$ cat config.mk
export PLATFORM = sky130hd
export DESIGN_NAME = axis_fifo_rr_arbiter_flat
export DESIGN_NICKNAME = d
export VERILOG_FILES = /design/src/rtl/axis_fifo_rr_arbiter_pkg.sv /design/src/rtl/axis_fifo_rr_arbiter_if.sv /design/src/rtl/axis_fifo_rr_arbiter_rr_next_grant.sv /design/src/rtl/axis_fifo_rr_arbiter.sv /design/src/flat_wrapper.sv
export SDC_FILE = /design/constraint.sdc
export NUM_CORES = 1
export LEC_CHECK = 0
export CAP_MARGIN = 0
export CORE_MARGIN = 10
export CORE_UTILIZATION = 37
export CTS_CLUSTER_DIAMETER = 150
export DETAILED_ROUTE_END_ITERATION = 10
export PLACE_DENSITY = 0.81
export REMOVE_ABC_BUFFERS = 1
export SETUP_SLACK_MARGIN = 0.5
export SLEW_MARGIN = 0
export SYNTH_ARGS = -nofsm -noshare
export SYNTH_HDL_FRONTEND = slang
export SYNTH_SLANG_ARGS = --single-unit
$ cat constraint.sdc
create_clock -name clk_i -period 2.5 [get_ports clk_i]
set_clock_uncertainty 0.2 [all_clocks]
set_input_delay 0.25 -clock clk_i [delete_from_list [all_inputs] [get_ports clk_i]]
set_output_delay 0.25 -clock clk_i [all_outputs]
set_load 0.1 [all_outputs]
$ cat src/rtl/axis_fifo_rr_arbiter_pkg.sv
// Shared types and helpers for the packet-aware round-robin AXIS arbiter.
package axis_arb_pkg;

   typedef enum logic {IDLE = 1'b0, LOCKED = 1'b1} arb_state_t;

   function automatic int ch_w(input int n);
      return (n > 1) ? $clog2(n) : 1;
   endfunction

endpackage

$ cat src/rtl/axis_fifo_rr_arbiter_if.sv
// AXI-Stream bundle carrying N parallel lanes; N=1 with tid for the merged output.
interface axis_fifo_rr_arbiter_if #(
   parameter int N   = 1,
   parameter int DW  = 16,
   parameter int UW  = 1,
   parameter int IDW = 1
) ();
   logic [N*DW-1:0] tdata;
   logic [N*UW-1:0] tuser;
   logic [N-1:0]    tlast;
   logic [N-1:0]    tvalid;
   logic [N-1:0]    tready;
   logic [IDW-1:0]  tid;

   modport master (output tdata, output tuser, output tlast, output tvalid, output tid, input tready);
   modport slave  (input tdata, input tuser, input tlast, input tvalid, input tid, output tready);
endinterface

$ cat src/rtl/axis_fifo_rr_arbiter_rr_next_grant.sv
// Picks the first requesting channel at or after rr_ptr, wrapping past NUM_CH-1.
module rr_next_grant #(
   parameter int NUM_CH = 4,
   parameter int CH_W   = 2
) (
   input  logic [NUM_CH-1:0] req,
   input  logic [CH_W-1:0]   rr_ptr,
   output logic [CH_W-1:0]   grant_idx,
   output logic              any_req
);

   function automatic int wrap_idx(input int base, input int off);
      int sum;
      sum = base + off;
      return (sum >= NUM_CH) ? (sum - NUM_CH) : sum;
   endfunction

   // Walk offsets from farthest to nearest so the nearest requester wins.
   always_comb begin
      grant_idx = {CH_W{1'b0}};
      any_req   = |req;
      for (int i = NUM_CH - 1; i >= 0; i--) begin
         grant_idx = req[wrap_idx(int'(rr_ptr), i)] ? CH_W'(wrap_idx(int'(rr_ptr), i)) : grant_idx;
      end
   end

endmodule

$ cat src/rtl/axis_fifo_rr_arbiter.sv
// Packet-locked round-robin merge of NUM_CH AXIS lanes onto one tagged stream.
// Optional in-packet watchdog enabled by defining AXIS_ARB_TIMEOUT_EN.
module axis_fifo_rr_arbiter
   import axis_arb_pkg::*;
#(
   parameter int NUM_CH         = 4,
   parameter int DATA_WIDTH     = 16,
   parameter int USER_WIDTH     = 1,
   parameter int TIMEOUT_CYCLES = 256
) (
   input  logic                    clk_i,
   input  logic                    reset_ni,
   axis_fifo_rr_arbiter_if.slave   s_axis_in,
   axis_fifo_rr_arbiter_if.master  m_axis_out,
   output logic                    busy_o,
   output logic                    timeout_o
);

   localparam int CH_W = ch_w(NUM_CH);

   arb_state_t            r_state, w_state_nxt;
   logic [CH_W-1:0]       r_grant, w_grant_nxt;
   logic [CH_W-1:0]       r_rr_ptr, w_rr_ptr_nxt;
   logic [CH_W-1:0]       w_arb_idx;
   logic                  w_any_req;
   logic                  w_lane_open;
   logic                  w_accept;
   logic                  w_accept_last;
   logic                  w_release;
   logic [DATA_WIDTH-1:0] r_tdata;
   logic [USER_WIDTH-1:0] r_tuser;
   logic                  r_tlast;
   logic [CH_W-1:0]       r_tid;
   logic                  r_tvalid;

   function automatic logic [CH_W-1:0] next_ch(input logic [CH_W-1:0] ch);
      return (ch == CH_W'(NUM_CH - 1)) ? {CH_W{1'b0}} : (ch + CH_W'(1));
   endfunction

   rr_next_grant #(
      .NUM_CH (NUM_CH),
      .CH_W   (CH_W)
   ) u_rr_next_grant (
      .req       (s_axis_in.tvalid),
      .rr_ptr    (r_rr_ptr),
      .grant_idx (w_arb_idx),
      .any_req   (w_any_req)
   );

   // The granted lane may move a beat whenever the output register is free or draining.
   assign w_lane_open      = (r_state == LOCKED) && (!r_tvalid || m_axis_out.tready);
   assign w_accept         = w_lane_open && s_axis_in.tvalid[r_grant];
   assign w_accept_last    = w_accept && s_axis_in.tlast[r_grant];
   assign s_axis_in.tready = w_lane_open ? (NUM_CH'(1) << r_grant) : {NUM_CH{1'b0}};

`ifdef AXIS_ARB_TIMEOUT_EN
   localparam int TO_W = $clog2(TIMEOUT_CYCLES + 1);

   logic [TO_W-1:0] r_to_cnt;
   logic            r_timeout;

   assign w_release = (r_state == LOCKED) && !w_accept && (r_to_cnt == TO_W'(TIMEOUT_CYCLES));
   assign timeout_o = r_timeout;

   // Idle-cycle counter inside a locked packet plus the one-cycle release pulse.
   always_ff @(posedge clk_i) begin
      if (!reset_ni) begin
         r_to_cnt  <= {TO_W{1'b0}};
         r_timeout <= 1'b0;
      end else begin
         r_timeout <= w_release;
         if ((r_state != LOCKED) || w_accept || w_release) begin
            r_to_cnt <= {TO_W{1'b0}};
         end else begin
            r_to_cnt <= r_to_cnt + TO_W'(1);
         end
      end
   end
`else
   assign w_release = 1'b0;
   assign timeout_o = 1'b0;
`endif

   // Next-state logic: lock on arbitration, unlock on the last beat or a watchdog release.
   always_comb begin
      w_state_nxt  = r_state;
      w_grant_nxt  = r_grant;
      w_rr_ptr_nxt = r_rr_ptr;
      case (r_state)
         IDLE: begin
            if (w_any_req) begin
               w_state_nxt = LOCKED;
               w_grant_nxt = w_arb_idx;
            end else begin
               w_state_nxt = IDLE;
            end
         end
         LOCKED: begin
            if (w_accept_last || w_release) begin
               w_state_nxt  = IDLE;
               w_rr_ptr_nxt = next_ch(r_grant);
            end else begin
               w_state_nxt = LOCKED;
            end
         end
         default: w_state_nxt = IDLE;
      endcase
   end

   // FSM, grant and rotation pointer registers.
   always_ff @(posedge clk_i) begin
      if (!reset_ni) begin
         r_state  <= IDLE;
         r_grant  <= {CH_W{1'b0}};
         r_rr_ptr <= {CH_W{1'b0}};
      end else begin
         r_state  <= w_state_nxt;
         r_grant  <= w_grant_nxt;
         r_rr_ptr <= w_rr_ptr_nxt;
      end
   end

   // Output register: load on accept, hold while stalled, drop valid once drained.
   always_ff @(posedge clk_i) begin
      if (!reset_ni) begin
         r_tdata  <= {DATA_WIDTH{1'b0}};
         r_tuser  <= {USER_WIDTH{1'b0}};
         r_tlast  <= 1'b0;
         r_tid    <= {CH_W{1'b0}};
         r_tvalid <= 1'b0;
      end else if (w_accept) begin
         r_tdata  <= s_axis_in.tdata[r_grant*DATA_WIDTH +: DATA_WIDTH];
         r_tuser  <= s_axis_in.tuser[r_grant*USER_WIDTH +: USER_WIDTH];
         r_tlast  <= s_axis_in.tlast[r_grant];
         r_tid    <= r_grant;
         r_tvalid <= 1'b1;
      end else if (m_axis_out.tready) begin
         r_tvalid <= 1'b0;
      end else begin
         r_tvalid <= r_tvalid;
      end
   end

   assign m_axis_out.tdata  = r_tdata;
   assign m_axis_out.tuser  = r_tuser;
   assign m_axis_out.tlast  = r_tlast;
   assign m_axis_out.tid    = r_tid;
   assign m_axis_out.tvalid = r_tvalid;
   assign busy_o            = (r_state == LOCKED);

endmodule

$ cat src/flat_wrapper.sv
// flat-port wrapper written by rule: the top's interface ports become plain ports
module axis_fifo_rr_arbiter_flat import axis_arb_pkg::*;
#(
   parameter int NUM_CH         = 4,
   parameter int DATA_WIDTH     = 16,
   parameter int USER_WIDTH     = 1,
   parameter int TIMEOUT_CYCLES = 256
)
  (clk_i, reset_ni, busy_o, timeout_o, s_axis_in_tdata, s_axis_in_tuser, s_axis_in_tlast, s_axis_in_tvalid, s_axis_in_tid, s_axis_in_tready, m_axis_out_tdata, m_axis_out_tuser, m_axis_out_tlast, m_axis_out_tvalid, m_axis_out_tid, m_axis_out_tready);
  axis_fifo_rr_arbiter_if #(.N(NUM_CH), .DW((16)), .UW((1)), .IDW((2))) s_axis_in_i ();
  axis_fifo_rr_arbiter_if #(.N(1), .DW((16)), .UW((1)), .IDW((2))) m_axis_out_i ();
  input  logic clk_i;
  input  logic reset_ni;
  output logic busy_o;
  output logic timeout_o;
  input wire logic [$bits(s_axis_in_i.tdata)-1:0] s_axis_in_tdata;
  input wire logic [$bits(s_axis_in_i.tuser)-1:0] s_axis_in_tuser;
  input wire logic [$bits(s_axis_in_i.tlast)-1:0] s_axis_in_tlast;
  input wire logic [$bits(s_axis_in_i.tvalid)-1:0] s_axis_in_tvalid;
  input wire logic [$bits(s_axis_in_i.tid)-1:0] s_axis_in_tid;
  output wire logic [$bits(s_axis_in_i.tready)-1:0] s_axis_in_tready;
  output wire logic [$bits(m_axis_out_i.tdata)-1:0] m_axis_out_tdata;
  output wire logic [$bits(m_axis_out_i.tuser)-1:0] m_axis_out_tuser;
  output wire logic [$bits(m_axis_out_i.tlast)-1:0] m_axis_out_tlast;
  output wire logic [$bits(m_axis_out_i.tvalid)-1:0] m_axis_out_tvalid;
  output wire logic [$bits(m_axis_out_i.tid)-1:0] m_axis_out_tid;
  input wire logic [$bits(m_axis_out_i.tready)-1:0] m_axis_out_tready;
  assign s_axis_in_i.tdata = s_axis_in_tdata;
  assign s_axis_in_i.tuser = s_axis_in_tuser;
  assign s_axis_in_i.tlast = s_axis_in_tlast;
  assign s_axis_in_i.tvalid = s_axis_in_tvalid;
  assign s_axis_in_i.tid = s_axis_in_tid;
  assign s_axis_in_tready = s_axis_in_i.tready;
  assign m_axis_out_tdata = m_axis_out_i.tdata;
  assign m_axis_out_tuser = m_axis_out_i.tuser;
  assign m_axis_out_tlast = m_axis_out_i.tlast;
  assign m_axis_out_tvalid = m_axis_out_i.tvalid;
  assign m_axis_out_tid = m_axis_out_i.tid;
  assign m_axis_out_i.tready = m_axis_out_tready;
  axis_fifo_rr_arbiter #(.NUM_CH(NUM_CH), .DATA_WIDTH(DATA_WIDTH), .USER_WIDTH(USER_WIDTH), .TIMEOUT_CYCLES(TIMEOUT_CYCLES)) u_core (.clk_i(clk_i), .reset_ni(reset_ni), .s_axis_in(s_axis_in_i), .m_axis_out(m_axis_out_i), .busy_o(busy_o), .timeout_o(timeout_o));
endmodule
======== Yosys cells after proc, flatten, opt, wreduce, memory -nomap -nowiden ========
Cells that the tools add are included.
word-level totals
  output and inout port bits .............. 27
  register bits after elaboration ......... 26
  word-level logic and storage cells ...... 70
  input bits .............................. 81
operators by class
  reductions and logical operators ........ 9
  $add $sub $neg .......................... 8
  shift-type cells ........................ 3
  muxes and demuxes ....................... 31
  bitwise gates (word level) .............. 1
  $lt $le $gt $ge ......................... 9
  equality and inequality tests ........... 1
operators with widths
  cell                                                               number
  less-than comparator 32 x 4 -> 1 bit, second input constant        4
  2-to-1 mux 32 bit                                                  4
  variable part select 64 x 7 -> 16 bit                              1
  2-to-1 mux 1 bit                                                   14
  binary-select mux 1 bit (select 2 bit)                             6
  subtractor 3 x 3 -> 4 bit, second input constant                   3
  2-to-1 mux 2 bit                                                   5
  greater-or-equal comparator 3 bit, second input constant           3
  adder 2 x 2 -> 3 bit, second input constant                        2
  2-to-1 mux 4 bit                                                   1
  AND reduction 2 bit                                                2
  OR reduction 4 bit                                                 1
  variable part select 4 x 3 -> 1 bit                                1
  << shifter 1 x 2 -> 4 bit, first input constant                    1
  subtractor 2 x 3 -> 4 bit, second input constant                   1
  adder 2 x 1 -> 3 bit, second input constant                        1
  greater-or-equal comparator 2 x 3 -> 1 bit, second input constant  1
  logical AND 1 bit                                                  3
  less-than comparator 2 x 3 -> 1 bit, second input constant         1
  adder 2 x 1 -> 2 bit, second input constant                        1
  == test 2 bit, second input constant                               1
  one-hot mux 1 bit (2 select lines)                                 1
  nonzero test 2 bit                                                 1
  logical NOT 1 bit                                                  1
  2 further kinds                                                    2

======== Logic depth before layout (Yosys ltp) ========
  depth in word-level cells ............... 10
  gate-level depth with buffers ........... 7
  depth with buffers taken out ............ 4

======== By module ========
A second synthesis with hierarchy kept.
unflattened totals
  cells, all modules ...................... 168
  area, all modules ....................... 1,659.1 µm²
modules (own cells, without submodules)
  module                area an instance (µm²)  times used  cells each  sequential area each (µm²)
  axis_fifo_rr_arbiter  1,581.5                 1           155         520.5
  rr_next_grant         77.6                    1           13          0.0

======== Worst setup path after synthesis ========
No wires, ideal clock.
  path kind ............................... register to output
  start ................................... reg u_core.r_state, in the netlist u_core.busy_o
  end ..................................... out s_axis_in_tready[0]
  stages on the path, launching flop included .. 3
  setup slack ............................. -31 ps
  arrival ................................. 2,081 ps
  required time ........................... 2,050 ps
  buffers on the path ..................... 1
  cell sequence ........................... dfxtp_1 > clkbuf_1 > and3_1
between the ends
  longest elaborated chain between the ends .. 2
ends and longest elaborated chain
  what                    line                         source
  start, declared         axis_fifo_rr_arbiter.sv:21   arb_state_t r_state, w_state_nxt;
  start signal, assigned  axis_fifo_rr_arbiter.sv:117  r_state <= w_state_nxt;
  logical AND 1 bit       axis_fifo_rr_arbiter.sv:51   assign w_lane_open = (r_state == LOCKED) && (!r_tvalid || m_axis_out.tready);
  2-to-1 mux 4 bit        axis_fifo_rr_arbiter.sv:54   assign s_axis_in.tready = w_lane_open ? (NUM_CH'(1) << r_grant) : {NUM_CH{1'b0}};
  end, declared           flat_wrapper.sv:21           output wire logic [$bits(s_axis_in_i.tready)-1:0] s_axis_in_tready;
Every way passes these cells.

======== Worst setup path in the final report ========
  start ................................... reg u_core.r_grant[1]
  end ..................................... out s_axis_in_tready[1]
between the ends
  longest elaborated chain between the ends .. 2
ends and longest elaborated chain
  what                       line                         source
  start, declared            axis_fifo_rr_arbiter.sv:22   logic [CH_W-1:0] r_grant, w_grant_nxt;
  start signal, assigned     axis_fifo_rr_arbiter.sv:114  r_grant <= {CH_W{1'b0}};
  start signal, assigned     axis_fifo_rr_arbiter.sv:118  r_grant <= w_grant_nxt;
  << shifter 1 x 2 -> 4 bit  axis_fifo_rr_arbiter.sv:54
  2-to-1 mux 4 bit           axis_fifo_rr_arbiter.sv:54
Every way passes these cells.

==> reports/results.txt <==
Outcome - completed
Gate count after technology mapping - 166
Final Hold Fails - 0
Number of antenna-violating nets in the routed design - 0
Arrival time reported for the critical path endpoint - 1.46 ns
Port-buffer cells - 104
Antenna diode count - 0
Number of distinct library cell variants in the gate-level netlist after synthesis - 32
Via density - 5.11
Crit path time final - 1.91 ns
Slew of the pin with the lowest slew margin - 0.505 ns
Main combinational cell family by area after synthesis - multiplexers
Simple-gate portion of the synthesized area - 16.5%
Maximum number of pins on one net before global-route repair - 21
Leakage power - 1.06 nW
Total Wirelength - 5480 um
Via count of the first global-routing pass - 1,689
Worst IR drop on VDD - 0.407 mV
Leading cell types in the layout, fill and taps excluded - 78 x sky130_fd_sc_hd__clkdlybuf4s50_1, 34 x sky130_fd_sc_hd__nand2_1, 27 x sky130_fd_sc_hd__buf_4
Register area share after synthesis - 30.4%
Clock buffer count from CTS - 3
DRC violations left - 0
Worst setup SP type - flop
Area delta synth->final - 65.9%
Number of buffers inserted by post-CTS setup repair - 0
Synthesized area - 1710 um^2
Vias after detailed routing - 1,621
Combinational group share of total power - 48.6%
CP endpoint kind - output port
Number of H-tree branching levels - 1
Total congestion overflow after global routing - 0
Count of fill cells added during filler insertion - 380
Number of enable-type register cells in the synthesized netlist - 0
Mean Syn Cell Area - 10.3 um^2
Max-cap viol count - 0
CTS Buffer Depth - 2
Main flop type after synthesis - sky130_fd_sc_hd__dfxtp_1
Number of cell rows - 24
Drt first pass iters - 4
Final setup violation count - 0
Critical-path maximum fanout - 18
Fraction of the mapped netlist area in compound gates - 16.5%
TritonCTS clock tree - built
Core region area - 4410 um^2
Critical path required time - 2.05 ns
Power per unit of standard cell area - 574 nW/um^2
Part of the total power dissipated in the clock network - 21.4%
Post-Synth XOR/XNOR Area - 0%
Maximum frequency from static timing analysis - 524 MHz
Pint - 0.979 mW
Summed negative setup slack over all endpoints - 0 ns
Share of cells above drive strength 1 - 30.6%
Syn. warnings - 0
Switching portion of total power - 39.9%
Number of sinks driven by the clock tree - 26
First-pass GRT wire length - 8570 um
Routed len/inst - 17.3 um
Chip Height - 88.0 um
Clock slew at reported path FFs - 0.10 ns
Proportion of register bits with asynchronous set or reset after synthesis - 0%
Starting density of the core - 38.8%
Cell type with the highest aggregate area in the netlist - sky130_fd_sc_hd__dfxtp_1
Io pins - 108
Die width - 88.0 um
Headroom to the max-slew limit - 66.2%
Net count reported at finish - 351
Internal reg-to-reg setup slack - 0.69 ns
Final Max Tran Viols - 0
HPWL after detailed placement - 4560 um
Power dissipated by switching net loads - 0.650 mW
Area fraction of the dominant cell type after synthesis - 30.4%
Hold slack final - 0.260 ns
Clock latency on the worst-skew pair - 0.27 ns
Type of the worst setup path - reg -> out
Multiplexer share of the synthesized area - 26.8%
Cell at the root of the clock tree - sky130_fd_sc_hd__clkbuf_8
Area contributors post-synth - sky130_fd_sc_hd__dfxtp_1 30%, sky130_fd_sc_hd__mux4_2 25%, sky130_fd_sc_hd__nand2_1 7.5%
Most frequent standard cell in the layout excluding fill and tap cells - sky130_fd_sc_hd__clkdlybuf4s50_1
RSZ-0062 raised after global routing - false
Final worst-path cycle share - 76.3%
Die Footprint - 7750 um^2
Register bit total from synthesis - 26
Min-Delay Path Class - reg -> reg
Hold-fix buffers, CTS - 0
Total global-route track usage - 13.8%
Sequential fraction of design power - 30.0%
Antenna violations before repair - 0
Adder-cell area share of the yosys netlist - 2.92%
Global placement routability congestion - 0.806
1st-iter DRT viols - 61
==> sequential cells by signal, summed over array words and instances, names as in the netlist <==
name	flops
u_core.m_axis_out.tdata	16
u_core.busy_o	1
u_core.m_axis_out.tlast	1
u_core.r_grant	2
u_core.m_axis_out.tid	2
u_core.m_axis_out.tvalid	1
u_core.m_axis_out.tuser	1
u_core.r_rr_ptr	2
==> power groups by stage <==
stage | Combinational [mW] | Clock, mW | Sequential (mW)
global placement | 0.787 | 0 | 0.496
floorplan | 0.247 | 0 | 0.766
finish | 0.791 | 0.349 | 0.489
global route | 0.836 | 0.373 | 0.497
CTS | 0.797 | 0.355 | 0.489
detailed placement | 0.795 | 0 | 0.498
==> layout make-up <==
cell class              count  area, um^2  area share (%)
clock buffers               3        41.3            1.45
clock inverters             1        30.0            1.06
inverters                   3        11.3           0.397
multi-input cells         121        1080            38.0
flip-flops and latches     26         523            18.4
well taps                  52        65.1            2.29
repair buffers            111        1090            38.4
==> critical path, stage by stage, from the launching register on <==
cell	delay, ns
sky130_fd_sc_hd__dfxtp_2	0.39
sky130_fd_sc_hd__buf_8	0.19
sky130_fd_sc_hd__inv_1	0.08
sky130_fd_sc_hd__ha_1	0.17
sky130_fd_sc_hd__and3_1	0.19
sky130_fd_sc_hd__buf_12	0.17
==> per-layer routing <==
layer  track usage, %  part of all wire [%]  vias up
met5                0                     0        -
met4             2.71                  0.27        0
met3             5.20                   9.9        2
met2             23.3                    51       58
met1             16.2                    39      770
li1                 -                     -      791
==> worst paths after layout <==
path / depth (start not counted) / start / endpoint
max: 5 / u_core.r_grant[1]$_SDFFE_PN0P_ / s_axis_in_tready[1]
min: 2 / u_core.m_axis_out.tdata[2]$_SDFFE_PN0P_ / u_core.m_axis_out.tdata[2]$_SDFFE_PN0P_
max reg2reg: 6 / u_core.r_grant[0]$_SDFFE_PN0P_ / u_core.m_axis_out.tdata[12]$_SDFFE_PN0P_
min reg2reg: 2 / u_core.m_axis_out.tdata[2]$_SDFFE_PN0P_ / u_core.m_axis_out.tdata[2]$_SDFFE_PN0P_
==> synth_stat cells (4+ instances only) <==
cell / number
sky130_fd_sc_hd__nand2_1: 34
sky130_fd_sc_hd__dfxtp_1: 26
sky130_fd_sc_hd__mux4_2: 19
sky130_fd_sc_hd__a21boi_2: 10
sky130_fd_sc_hd__nand2_2: 10
sky130_fd_sc_hd__a21boi_1: 8
sky130_fd_sc_hd__clkbuf_1: 7
sky130_fd_sc_hd__buf_2: 5
sky130_fd_sc_hd__o21ai_0: 5
sky130_fd_sc_hd__and3_1: 4
sky130_fd_sc_hd__ha_1: 4
==> what timing repair did <==
item / in CTS / in global routing
setup endpoints to repair: 4 / 4
gates resized for setup: 2 / 3
endpoints found under the hold margin: 0 / 0
==> cell families after synthesis <==
group | count (synthesis)
other | 1
adder cells (fa/ha/maj) | 4
multiplexers | 22
flip-flops | 26
buffers and inverters | 19
AO/OA/AOI/OAI | 35
AND/OR/NAND/NOR | 59
==> stage by stage <==
step                      instances  instance area, um^2  power (mW)  worst slack, ns  util [%]
after floorplan                 150                 1610        1.01          -0.0946         -
after global placement          313                 2750        1.28            0.389      62.4
after global routing            317                 2840        1.71            0.518      64.3
final                           317                 2840        1.63            0.591      64.3
after detailed placement        313                 2750        1.29            0.335      62.4
after CTS                       317                 2830        1.64            0.502      64.1
(Power assumes the default switching activity.)
